<file path="config.mk">
export PLATFORM = sky130hd
export DESIGN_NAME = seq_mul
export DESIGN_NICKNAME = d
export VERILOG_FILES = /design/src/rtl/seq_mul.sv
export SDC_FILE = /design/constraint.sdc
export NUM_CORES = 1
export LEC_CHECK = 0
export BUFFER_PORTS_ARGS = -buffer_cell sky130_fd_sc_hd__buf_2
export CAP_MARGIN = 5
export CORE_MARGIN = 10
export CORE_UTILIZATION = 53
export CTS_CLUSTER_DIAMETER = 120
export DETAILED_ROUTE_END_ITERATION = 8
export PLACE_DENSITY = 0.8
export SKIP_CTS_REPAIR_TIMING = 1
export SLEW_MARGIN = 20
export SYNTH_ARGS = -nofsm -noshare
export SYNTH_HDL_FRONTEND = slang
export SYNTH_SLANG_ARGS = --single-unit
</file>
<file path="constraint.sdc">
create_clock -name clk -period 2.3 [get_ports clk]
set_input_delay 0.575 -clock clk [delete_from_list [all_inputs] [get_ports clk]]
set_output_delay 0.575 -clock clk [all_outputs]
set_load 0.01 [all_outputs]
</file>
<file path="src/rtl/seq_mul.sv">
// Sequential unsigned shift-and-add multiplier with a start/busy/done handshake.
// The design adds one masked partial product per cycle and has a fixed latency of WIDTH+1 edges.
module seq_mul #(
   parameter int WIDTH = 8
) (
   input  logic                 clk,
   input  logic                 rst,
   input  logic                 start,
   input  logic [WIDTH-1:0]     a,
   input  logic [WIDTH-1:0]     b,
   output logic                 busy,
   output logic                 done,
   output logic [2*WIDTH-1:0]   p
);

   localparam int PW = 2 * WIDTH;
   localparam int CW = (WIDTH > 1) ? $clog2(WIDTH) : 1;
   localparam logic [CW-1:0] CNT_LAST = CW'(WIDTH - 1);

   typedef enum logic [1:0] {
      ST_IDLE = 2'd0,
      ST_RUN  = 2'd1,
      ST_DONE = 2'd2
   } state_t;

   state_t          state_q, state_d;
   logic [PW-1:0]   mcand_q, mcand_d;
   logic [WIDTH-1:0] mplier_q, mplier_d;
   logic [PW-1:0]   acc_q, acc_d;
   logic [CW-1:0]   cnt_q, cnt_d;
   logic [PW-1:0]   p_q, p_d;
   logic            busy_q, busy_d;
   logic            done_q, done_d;

   logic [PW-1:0]   partial_s;
   logic [PW-1:0]   step_sum_s;

   // one AND row of the array, then the running sum including it
   assign partial_s  = mcand_q & {PW{mplier_q[0]}};
   assign step_sum_s = acc_q + partial_s;

   // next-state, datapath and registered-output decode
   always_comb begin
      state_d  = state_q;
      mcand_d  = mcand_q;
      mplier_d = mplier_q;
      acc_d    = acc_q;
      cnt_d    = cnt_q;
      p_d      = p_q;
      case (state_q)
         ST_IDLE: begin
            if (start) begin
               mcand_d  = {{WIDTH{1'b0}}, a};
               mplier_d = b;
               acc_d    = {PW{1'b0}};
               cnt_d    = {CW{1'b0}};
               state_d  = ST_RUN;
            end else begin
               state_d  = ST_IDLE;
            end
         end
         ST_RUN: begin
            acc_d    = step_sum_s;
            mcand_d  = mcand_q << 1;
            mplier_d = mplier_q >> 1;
            cnt_d    = cnt_q + {{(CW-1){1'b0}}, 1'b1};
            if (cnt_q == CNT_LAST) begin
               p_d     = step_sum_s;
               state_d = ST_DONE;
            end else begin
               state_d = ST_RUN;
            end
         end
         ST_DONE: begin
            state_d = ST_IDLE;
         end
         default: begin
            state_d = ST_IDLE;
         end
      endcase
      busy_d = (state_d != ST_IDLE);
      done_d = (state_d == ST_DONE);
   end

   // state and datapath registers
   always_ff @(posedge clk or posedge rst) begin
      if (rst) begin
         state_q  <= ST_IDLE;
         mcand_q  <= {PW{1'b0}};
         mplier_q <= {WIDTH{1'b0}};
         acc_q    <= {PW{1'b0}};
         cnt_q    <= {CW{1'b0}};
         p_q      <= {PW{1'b0}};
         busy_q   <= 1'b0;
         done_q   <= 1'b0;
      end else begin
         state_q  <= state_d;
         mcand_q  <= mcand_d;
         mplier_q <= mplier_d;
         acc_q    <= acc_d;
         cnt_q    <= cnt_d;
         p_q      <= p_d;
         busy_q   <= busy_d;
         done_q   <= done_d;
      end
   end

   assign busy = busy_q;
   assign done = done_q;
   assign p    = p_q;

endmodule

</file>
# Word level (Yosys, flattened, before mapping)
# Cells that the tools add are included.
# W data, S select, Z words.
# word_totals
ff_bits	63
input_bits	19
output_inout_bits	18
wordCells	31
# classes
add_sub_neg	2
n_eq_ne	4
n_mux	11
bitwise	1
reduce_logical	5
# op_table
op	n
$pmux W16 S2	2
$mux W16	2
$add A16 B16 Y16	1
$and A16 B16 Y16	1
$pmux W8 S2	1
$mux W8	1
$pmux W3 S2	1
$pmux W2 S2	1
$reduce_and A2 Y1	2
$reduce_bool A2 Y1	2
$add A3 B1 Y3 const B	1
$eq A3 B3 Y1 const B	1
$mux W3	1
$eq A2 B1 Y1 const B	1
$eq A2 B2 Y1 const B	1
$logic_not A2 Y1	1
$mux W2	1
$ne A2 B2 Y1 const B	1
$mux W1	1

# Logic depth before layout (Yosys ltp)
# Gate-level depths: netlist (run 1).
# depth
ltp_word	4
ltp_mapped	10
mapped_depth_nobuf	9

# Worst setup path after synthesis (run 1)
# Ideal clock, no wire load.
# synth_timing
kind	reg-to-reg
from	register mplier_q[0]
to	register acc_q[14]
setup_ps	146
t_arrival_ps	2334
setup_slack_ps	-180
stages_incl_launch_ff	11
synth_period_minus_slack_ps	2480
path_cell_list	dfrtp_1 clkbuf_1 and2_1 ha_1 fa_1 a21oi_1 o21ai_1 a21oi_1 o31a_1 mux2i_1 o311ai_0
# synth_via
elab_chain_cells	3
# synth_lines
element	line_no	text
from (decl)	28	logic [WIDTH-1:0] mplier_q, mplier_d;
from (signal assigned)	90	mplier_q <= {WIDTH{1'b0}};
from (signal assigned)	99	mplier_q <= mplier_d;
$and A16 B16 Y16	39	assign partial_s = mcand_q & {PW{mplier_q[0]}};
$add A16 B16 Y16	40	assign step_sum_s = acc_q + partial_s;
$pmux W16 S2	50	case (state_q)
to (signal assigned)	91	acc_q <= {PW{1'b0}};
to (decl)	29	logic [PW-1:0] acc_q, acc_d;
# No other way between the ends.
# A chain may end at the register's enable or synchronous reset.

# Worst setup path after layout (run 1)
# layout_timing
from	register mplier_q[0]
to	register acc_q[15]
# Same word-level chain as after synthesis.

==> key figures, run 1 <==
Run status
  • Status: complete, but fails checks
  • Failing checks: setup timing

Floorplanning
  • Site row count: 29
  • Starting Density: 0.5410
  • Core area: 6314 um^2
  • # IOs: 37
  • Die area: 10060 um^2
  • Die Width: 100.3 um
  • Die height: 100.3 um

Power and ir drop
  • Peak VDD IR: 703.5 uV
  • Clk network pwr share: 0.178
  • Sequential Power Share: 0.359
  • Leakage: 0.002063 uW
  • NetSw: 2075 uW
  • Switching share of power: 0.3872
  • Power per cell area: 1196 nW/um^2
  • Power Internal: 3284 uW
  • Post-layout power: about 5400 uW
  • Gate power share: 0.463

STA
  • Clock Skews: approximately 9.9 ps
  • Worst Max-Slew Pin Slew: 750.2 ps
  • Hold Vio Cnt, Final: 0
  • Fin crit share: 1.054
  • Fmax: 412.4 MHz
  • Post-layout min period: 2425 ps
  • Setup TNS: -501.5 ps
  • RSZ-0062 raised after global routing: true
  • Fin worst setup slack: -124.7 ps
  • # setup viols final: 11
  • Slew headroom: 0.4999
  • Final slew viol count: 0
  • Worst hold slack: 264.2 ps

Place
  • I/O Buffers: 36
  • Detailed placer's ending HPWL: around 5800 um
  • Placed cell count: 487
  • Pre-CTS setup slack: -166.2 ps
  • Routability cong.: 0.9022

Detailed routing
  • Post-route ant nets: 0
  • Via count: 2980
  • Initial DRC Count: 101
  • WL per Instance: around 18 um
  • Vias per inst: 5.820
  • Detailed-route wire length: roughly 9000 um
  • Residual DRC count: 0
  • TritonRoute pass-1 iters: 4

Clock network
  • CTS tree: done
  • Worst-skew pair later-pin latency: 350 ps
  • Max clock buf depth: 2
  • H-tree depth: 3
  • Clock Sinks: 63
  • Root buffer cell: clkbuf_8
  • Num CTS Buffers: 9
  • Clk slew on worst S/H paths: approximately 70 ps

Yosys
  • Count of different cell masters after synthesis: 47
  • Syn Inst Count: between 300 and 400
  • Yosys warns: 0
  • Yosys reg bits: 63
  • Post-synth top flop: dfrtp_1
  • Post-Syn Area: about 3400 um^2
  • Seq/Total Area, Yosys: 0.4615
  • Post-synth EDFFs: 0
  • Ys async rst share: 1.000
  • Net Count, Synth: 389
  • Mean area per synthesized cell: 9.704 um^2

Global routing
  • All-layer global routing usage: 0.1687
  • Initial antenna violation count: 0
  • Vias in the first global route: about 3000
  • Largest net degree at the start of global routing: 64
  • First-pass GRT wire length: around 14000 um
  • Global route overflow: 0

Final layout
  • Non-Filler Instances: between 500 and 600
  • Layout cell share with drive strength beyond 1: 0.3517
  • Nets: 467
  • P&R area growth vs syn: 31.14%
  • Antenna diode count: 0

Flow run
  • Maxcap violations: 0

Critical path
  • CP startpoint kind: register
  • Worst Path Arrival: 2680 ps
  • Worst EP required: 2550 ps
  • Crit. End Element: register
  • WS Path Type: register to register
  • Crit Path Max Fanout: 6

Hold path
  • Min-Delay Path Class: input pin to asynchronous set/reset pin
==> cell families after synthesis <==
logic type / count (synthesis) / synth area share
XOR/XNOR: 12 / 0.03077
AO/OA/AOI/OAI: 128 / 0.2454
multiplexers: 5 / 0.01538
flip-flops: 63 / 0.4615
AND/OR/NAND/NOR: 99 / 0.1458
adder cells (fa/ha/maj): 18 / 0.06813
buffers and inverters: 27 / 0.03297
==> cell type report <==
type / count / area, um^2
Inverter: 7 / 26.28
Clock inverter: 4 / 45.04
Tap cell: 77 / 96.34
Sequential cell: 63 / 1578
Clock buffer: 12 / 145.1
Multi-Input combinational cell: 262 / 1998
Fill cell: 460 / 1834
Timing Repair Buffer: 87 / 590.6
==> stage by stage <==
step | area, um^2 | util
3_3_place_gp | 3983 | 0.6308
2_1_floorplan | 3462 | -
5_1_grt | 4479 | 0.7095
6_report | 4479 | 0.7095
4_1_cts | 4173 | 0.6609
3_5_place_dp | 3983 | 0.6308
==> final timing paths <==
check | startpoint | to | slack, ps | cells past startpoint
hold / removal | rst | mcand_q[0] | 260 | 3
setup reg to reg | mplier_q[0] | acc_q[15] | -120 | 9
setup / recovery | mplier_q[0] | acc_q[15] | -120 | 9
hold reg to reg | p[5] | p[5] | 470 | 2
max in group asynchronous | rst | acc_q[13] | 1730 | 3
min in group clk | p[5] | p[5] | 470 | 2
==> power groups by stage <==
stage | Sequential, uW | Clock [uW] | Combinational, uW
global route | 1980 | 1010 | 2760
floorplan | 1870 | 0 | 1350
global placement | 1900 | 0 | 2040
finish | 1920 | 955 | 2480
detailed placement | 1910 | 0 | 2130
CTS | 1900 | 962 | 2150
==> routing by layer <==
metal  up-vias  routed length [um]  GRT usage
met4         0                 215    0.05652
met2        82                4493     0.2582
met1      1468                3793     0.2144
met5         -                   0          0
met3        20                 496    0.06319
li1       1410                   -          -
==> cell usage in the layout (no fill, tap or decap), drive strengths merged, types with 3 or more instances in the layout <==
cell and count:
buf 87, dfrtp 63, o21ai 48, nand2 36, a21oi 31, nor2b 19
and2 19, ha 17, a22oi 14, a22o 12, nor2 12, clkbuf 12
inv 7, xnor2 6, xor2 6, o311ai 4, a21o 3, nand2b 3
nor3 3, mux2i 3, clkinv 3
==> registers in the layout (all words and copies together), names as in the netlist <==
register / count
p: 16
mcand_q: 16
done: 1
busy: 1
acc_q: 16
mplier_q: 8
cnt_q: 3
state_q: 2
==> worst max-delay path, cell delays in order (launching register included) <==
cell and delay, ps:
dfrtp_2 450, buf_6 140, and2_4 150, ha_4 300, nand2_4 60, o31ai_4 370, o311ai_4 160, and3_4 190
or2_1 230, o311ai_2 270
==> synth_stat cells, types with 2 or more instances <==
library cell / count / area, um^2
o21a_1: 2 / 15.01
nor3_1: 3 / 15.01
dfrtp_1: 63 / 1577
and3_1: 2 / 12.51
nand4_1: 2 / 12.51
xnor2_1: 6 / 52.55
mux2i_1: 3 / 30.03
buf_1: 2 / 7.510
a22o_1: 12 / 105.1
and2_1: 19 / 118.9
mux2_2: 2 / 22.52
nor2_1: 12 / 45.04
nand2b_1: 3 / 18.77
nor2b_1: 19 / 118.9
ha_1: 17 / 212.7
clkbuf_1: 14 / 52.55
o21ai_0: 41 / 205.2
buf_2: 3 / 15.01
a22oi_1: 14 / 105.1
xor2_1: 6 / 52.55
a21o_1: 3 / 22.52
o311ai_0: 2 / 17.52
a21oi_1: 30 / 150.1
nand2_1: 36 / 135.1
o21ai_1: 7 / 35.03
inv_1: 7 / 26.28
o21bai_1: 2 / 15.01
No activity file was read; power rests on OpenSTA's default activity.
==> run 2, diff against run 1 <==
--- a/config.mk
+++ b/config.mk
@@ -13,2 +13,3 @@
 export DETAILED_ROUTE_END_ITERATION = 8
+export MAX_ROUTING_LAYER = met4
 export PLACE_DENSITY = 0.8
==> constraint.sdc (replaced) <==
create_clock -name clk -period 2.3 [get_ports clk]
set_input_delay 0.46 -clock clk [delete_from_list [all_inputs] [get_ports clk]]
set_output_delay 0.46 -clock clk [all_outputs]
set_load 0.01 [all_outputs]
==> run 2 against run 1 <==
  * The flow still finishes with violations (setup timing)
  * Sequential power about the same
  * Die area unchanged
  * Register-to-register slack about the same
  * Maximum frequency decreased by 0.59%
  * Critical endpoint is now p[15]
==> key figures, run 2 (synthesis results as in run 1) <==
Detailed routing
  • Initial DRC Count: 149
  • Post-route ant nets: 0
  • Detailed-route wire length: 8615 um
  • TritonRoute pass-1 iters: 4
  • Residual DRC count: 0
  • Vias per inst: 5.690
  • WL per Instance: 16.89 um
  • Via count: 2902

Flow run
  • Maxcap violations: 0

Critical path
  • Reg-to-Reg End: p[15]
  • Crit Path Max Fanout: 8
  • Crit. End Element: register
  • R2R setup slack: -140 ps
  • CP startpoint kind: register
  • WS Path Type: register to register
  • Reg2Reg Launch Point: mplier_q[0]
  • Worst Path Arrival: 2710 ps
  • Worst EP required: roughly 2600 ps
  • R2r worst-path depth: 9

STA
  • # setup viols final: 11
  • Fin crit share: 1.060
  • Clock Skews: between 7 and 8 ps
  • Fin worst setup slack: -139.0 ps
  • Slew headroom: 0.5134
  • Worst hold slack: between 150 and 200 ps
  • Post-layout min period: 2439 ps
  • RSZ-0062 raised after global routing: true
  • Final slew viol count: 0
  • Fmax: 410.0 MHz
  • Hold Vio Cnt, Final: 0
  • Worst Max-Slew Pin Slew: between 700 and 800 ps

Global routing
  • Largest net degree at the start of global routing: 64
  • All-layer global routing usage: 0.1701
  • Vias in the first global route: 2860
  • Initial antenna violation count: 0
  • First-pass GRT wire length: 13540 um
  • Global route overflow: 0

Final layout
  • Most frequent cells in the layout: 62 x dfrtp_1, 46 x buf_4, 36 x buf_2, 35 x nand2_1, 27 x o21ai_0
  • Finished Cell Area: approximately 4500 um^2
  • Most common cell after layout, fill and taps aside: dfrtp_1
  • Nets: roughly 470
  • Layout cell share with drive strength beyond 1: 0.3533
  • P&R area growth vs syn: 31.14%
  • Antenna diode count: 0

Floorplanning
  • Core area: 6314 um^2
  • Die area: just over 10000 um^2
  • Die Width: about 100 um
  • Starting Density: 0.5410
  • Site row count: 29
  • Die height: 100.3 um
  • # IOs: 37

Clock network
  • Num CTS Buffers: 9
  • Root buffer cell: clkbuf_8
  • CTS tree: done
  • Worst-skew pair later-pin latency: 350 ps
  • Clock Sinks: 63
  • H-tree depth: 3
  • Clk slew on worst S/H paths: 70 ps
  • Max clock buf depth: 2

Place
  • I/O Buffers: 36
  • Detailed placer's ending HPWL: 5782 um
  • Placement Cell Area: approximately 4000 um^2
  • Routability cong.: roughly 0.95

Power and ir drop
  • Leakage: 0.002067 uW
  • Post-layout power: 5365 uW
  • Power per cell area: between 1000 and 1500 nW/um^2
  • Peak VDD IR: 744.8 uV

Hold path
  • Min-Delay Path Class: input pin to asynchronous set/reset pin

Run status
  • Status: complete, but fails checks
  • Failing checks: setup timing
## run 2: critical path: stages, from the launching register on
cell      delay, ps
dfrtp_2         430
buf_4           170
and2_4          150
ha_4            270
nand2_2          70
o31ai_4         360
o311ai_4        160
and3_4          190
or3_4           380
a31oi_4         170
## run 2: metal layers
layer / vias to the layer above / wire length [um] / share of wire / track usage
met3: 13 / 462 / 0.054 / 0.05082
met4: 0 / 115 / 0.013 / 0.06957
met5: - / 0 / 0 / -
met1: 1411 / 3815 / 0.44 / 0.2104
li1: 1406 / - / - / -
met2: 72 / 4221 / 0.49 / 0.2542
## run 2: report_power, final
part	switching (uW)	leakage (uW)	total, uW	internal (uW)
clock network	422	0.000109	1010	586
registers	362	0.000820	1920	1560
logic	1260	0.00114	2430	1170
total	2050	0.00207	5370	3320
## run 2: how the worst max path moves through the flow
stage / end / slack [ps] / cells past startpoint / from
after floorplan: acc_q[14] / -3 / 10 / mplier_q[0]
after global placement: p[15] / -110 / 8 / mplier_q[0]
after detailed placement: acc_q[14] / -200 / 8 / mplier_q[0]
after CTS: p[15] / -220 / 9 / mplier_q[0]
after global routing: p[14] / -210 / 10 / mplier_q[0]
final: p[15] / -140 / 9 / mplier_q[0]
## run 2: stage by stage
stage               TNS [ps]  worst slack (ps)  cells    util
floorplan             -6.732            -3.366    352       -
finish                -680.9            -139.0    510  0.7095
global route           -2009            -213.3    510  0.7095
CTS                    -2531            -215.8    504  0.6651
global placement      -849.2            -109.6    488  0.6320
detailed placement     -2028            -199.7    488  0.6320
## run 2: area by class of cell
| class | instances | area (um^2) |
|---|---|---|
| clock buffers | 13 | 168.9 |
| clock inverters | 3 | 40.04 |
| fillers | 458 | 1834 |
| inverters | 7 | 26.28 |
| multi-input cells | 262 | 2002 |
| flip-flops and latches | 63 | 1578 |
| well taps | 77 | 96.34 |
| repair buffers | 85 | 568.0 |
==> run 3, diff against run 2 <==
- RECOVER_POWER: not set -> 50
==> run 3 against run 2 <==
  * The run ends with capacitance limit, slew limit, setup timing left
  * Critical path depth did not move
  * Maximum frequency rose by 0.11%
  * Clock power barely moved
  * Register-to-register slack about the same
  * Wire length decreased by 0.22%
  * Sequential power about the same
  * Via count decreased by 0.52%
  * Clock-buffer cell count is the same
  * Setup slack improved by 2.8 ps
  * Power about the same
  * First-iteration DRC count grew 0.67%
  * Highest routed layer unchanged
==> key figures, run 3 (synthesis results as in run 1) <==
Final layout
  • Most common cell after layout, fill and taps aside: dfrtp_1
  • Antenna diode count: 0
  • Layout cell share with drive strength beyond 1: 0.3510
  • P&R area growth vs syn: 30.70%
  • Non-Filler Instances: 510
  • Fillers: 459
  • Nets: 465
  • Most frequent cells in the layout: 62 x dfrtp_1, 46 x buf_4, 36 x buf_2, 35 x nand2_1, 27 x o21ai_0

Detailed routing
  • Initial DRC Count: 150
  • Post-route ant nets: 0
  • Detailed-route wire length: 8596 um
  • WL per Instance: around 17 um
  • TritonRoute pass-1 iters: 4
  • Via count: between 2000 and 3000
  • Residual DRC count: 0
  • Vias per inst: 5.661

Clock network
  • Root buffer cell: clkbuf_8
  • Clk slew on worst S/H paths: about 70 ps
  • Clock Sinks: between 60 and 70
  • Worst-skew pair later-pin latency: 350 ps
  • H-tree depth: 3
  • Max clock buf depth: 2
  • Num CTS Buffers: 9
  • CTS tree: done

Place
  • Detailed placer's ending HPWL: 5782 um
  • Pre-CTS setup slack: -199.7 ps
  • I/O Buffers: 36
  • Placed cell count: 488
  • Routability cong.: 0.9488

STA
  • Post-layout min period: 2436 ps
  • Final slew viol count: 64
  • RSZ-0062 raised after global routing: true
  • Setup TNS: -657.4 ps
  • Slew headroom: -0.01695
  • Fmax: 410.5 MHz
  • Clock Skews: 6.268 ps
  • Fin crit share: 1.059
  • Worst Max-Slew Pin Slew: between 1500 and 2000 ps
  • Hold Vio Cnt, Final: 0
  • # setup viols final: 11
  • Fin worst setup slack: -136.2 ps

Critical path
  • WS Path Type: register to register
  • Worst EP required: between 2000 and 3000 ps
  • CP startpoint kind: register
  • Crit Path Max Fanout: 8
  • Worst Path Arrival: 2710 ps
  • Crit. End Element: register

Run status
  • Failing checks: capacitance limit, slew limit, setup timing
  • Status: complete, but fails checks

Power and ir drop
  • Leakage: between 0.002 and 0.0025 uW
  • Power per cell area: 1201 nW/um^2
  • Post-layout power: around 5400 uW
  • Peak VDD IR: 748.3 uV

Floorplanning
  • Starting Density: 0.5410
  • Die area: 10060 um^2
  • Core area: 6314 um^2
  • # IOs: 37
  • Site row count: 29
  • Die height: 100.3 um
  • Die Width: between 100 and 150 um

Global routing
  • First-pass GRT wire length: 13540 um
  • All-layer global routing usage: 0.1701
  • Initial antenna violation count: 0
  • Vias in the first global route: 2860
  • Global route overflow: 0
  • Largest net degree at the start of global routing: 64

Flow run
  • Maxcap violations: 1

Hold path
  • Min-Delay Path Class: input pin to register
[run 3: cell types whose count changed in the layout (fill, tap and decap cells not counted), sizes merged]
cell / previous run / this run
clkbuf: 13 / 14
buf: 85 / 84
[run 3: area by class of cell]
type / count / area, um^2 / share of cell area
sequential: 63 / 1578 / 0.3534
timing repair buffer: 85 / 553.0 / 0.1239
clock inverter: 3 / 40.04 / 0.008969
inverter: 7 / 26.28 / 0.005886
tap: 77 / 96.34 / 0.02158
clock buffer: 13 / 168.9 / 0.03784
multi-input combinational: 262 / 2002 / 0.4484
[run 3: routing by layer]
layer  global-route usage  up-vias  share of wire
li1                     -     1406              -
met1               0.2104     1404           0.45
met2               0.2542       64           0.49
met3              0.05082       13          0.048
met4              0.06957        0          0.013
met5                    -        -              0
[run 3: critical path, cell delays in order, from the launching register on]
cell	delay [ps]
dfrtp_2	430
buf_4	170
and2_4	150
ha_4	270
nand2_2	70
o31ai_4	360
o311ai_4	160
and3_4	190
or3_4	380
a31oi_4	170
[run 3: through the flow]
step                        util  hold slack (ps)  instance area [um^2]
after global placement    0.6320            457.4                  3990
final                     0.7071            379.4                  4464
after floorplan                -            456.3                  3462
after global routing      0.7071            405.6                  4464
after CTS                 0.6651            170.8                  4199
after detailed placement  0.6320            464.7                  3990
[run 3: power breakdown]
group / total (uW) / internal (uW) / switching (uW) / leakage (uW)
sequential: 1920 / 1560 / 362 / 0.000820
clock: 1010 / 586 / 423 / 0.000109
combinational: 2430 / 1170 / 1260 / 0.00113
[run 3: final timing paths]
path | depth (start not counted) | to | start | slack [ps]
worst max-delay path | 9 | p[15] | mplier_q[0] | -140
worst min-delay path | 3 | mplier_q[1] | b[1] | 380
worst min register to register | 2 | p[3] | p[3] | 470
worst max register to register | 9 | p[15] | mplier_q[0] | -140
max in group asynchronous | 3 | mplier_q[0] | rst | 660
min in group asynchronous | 3 | p[0] | rst | 630
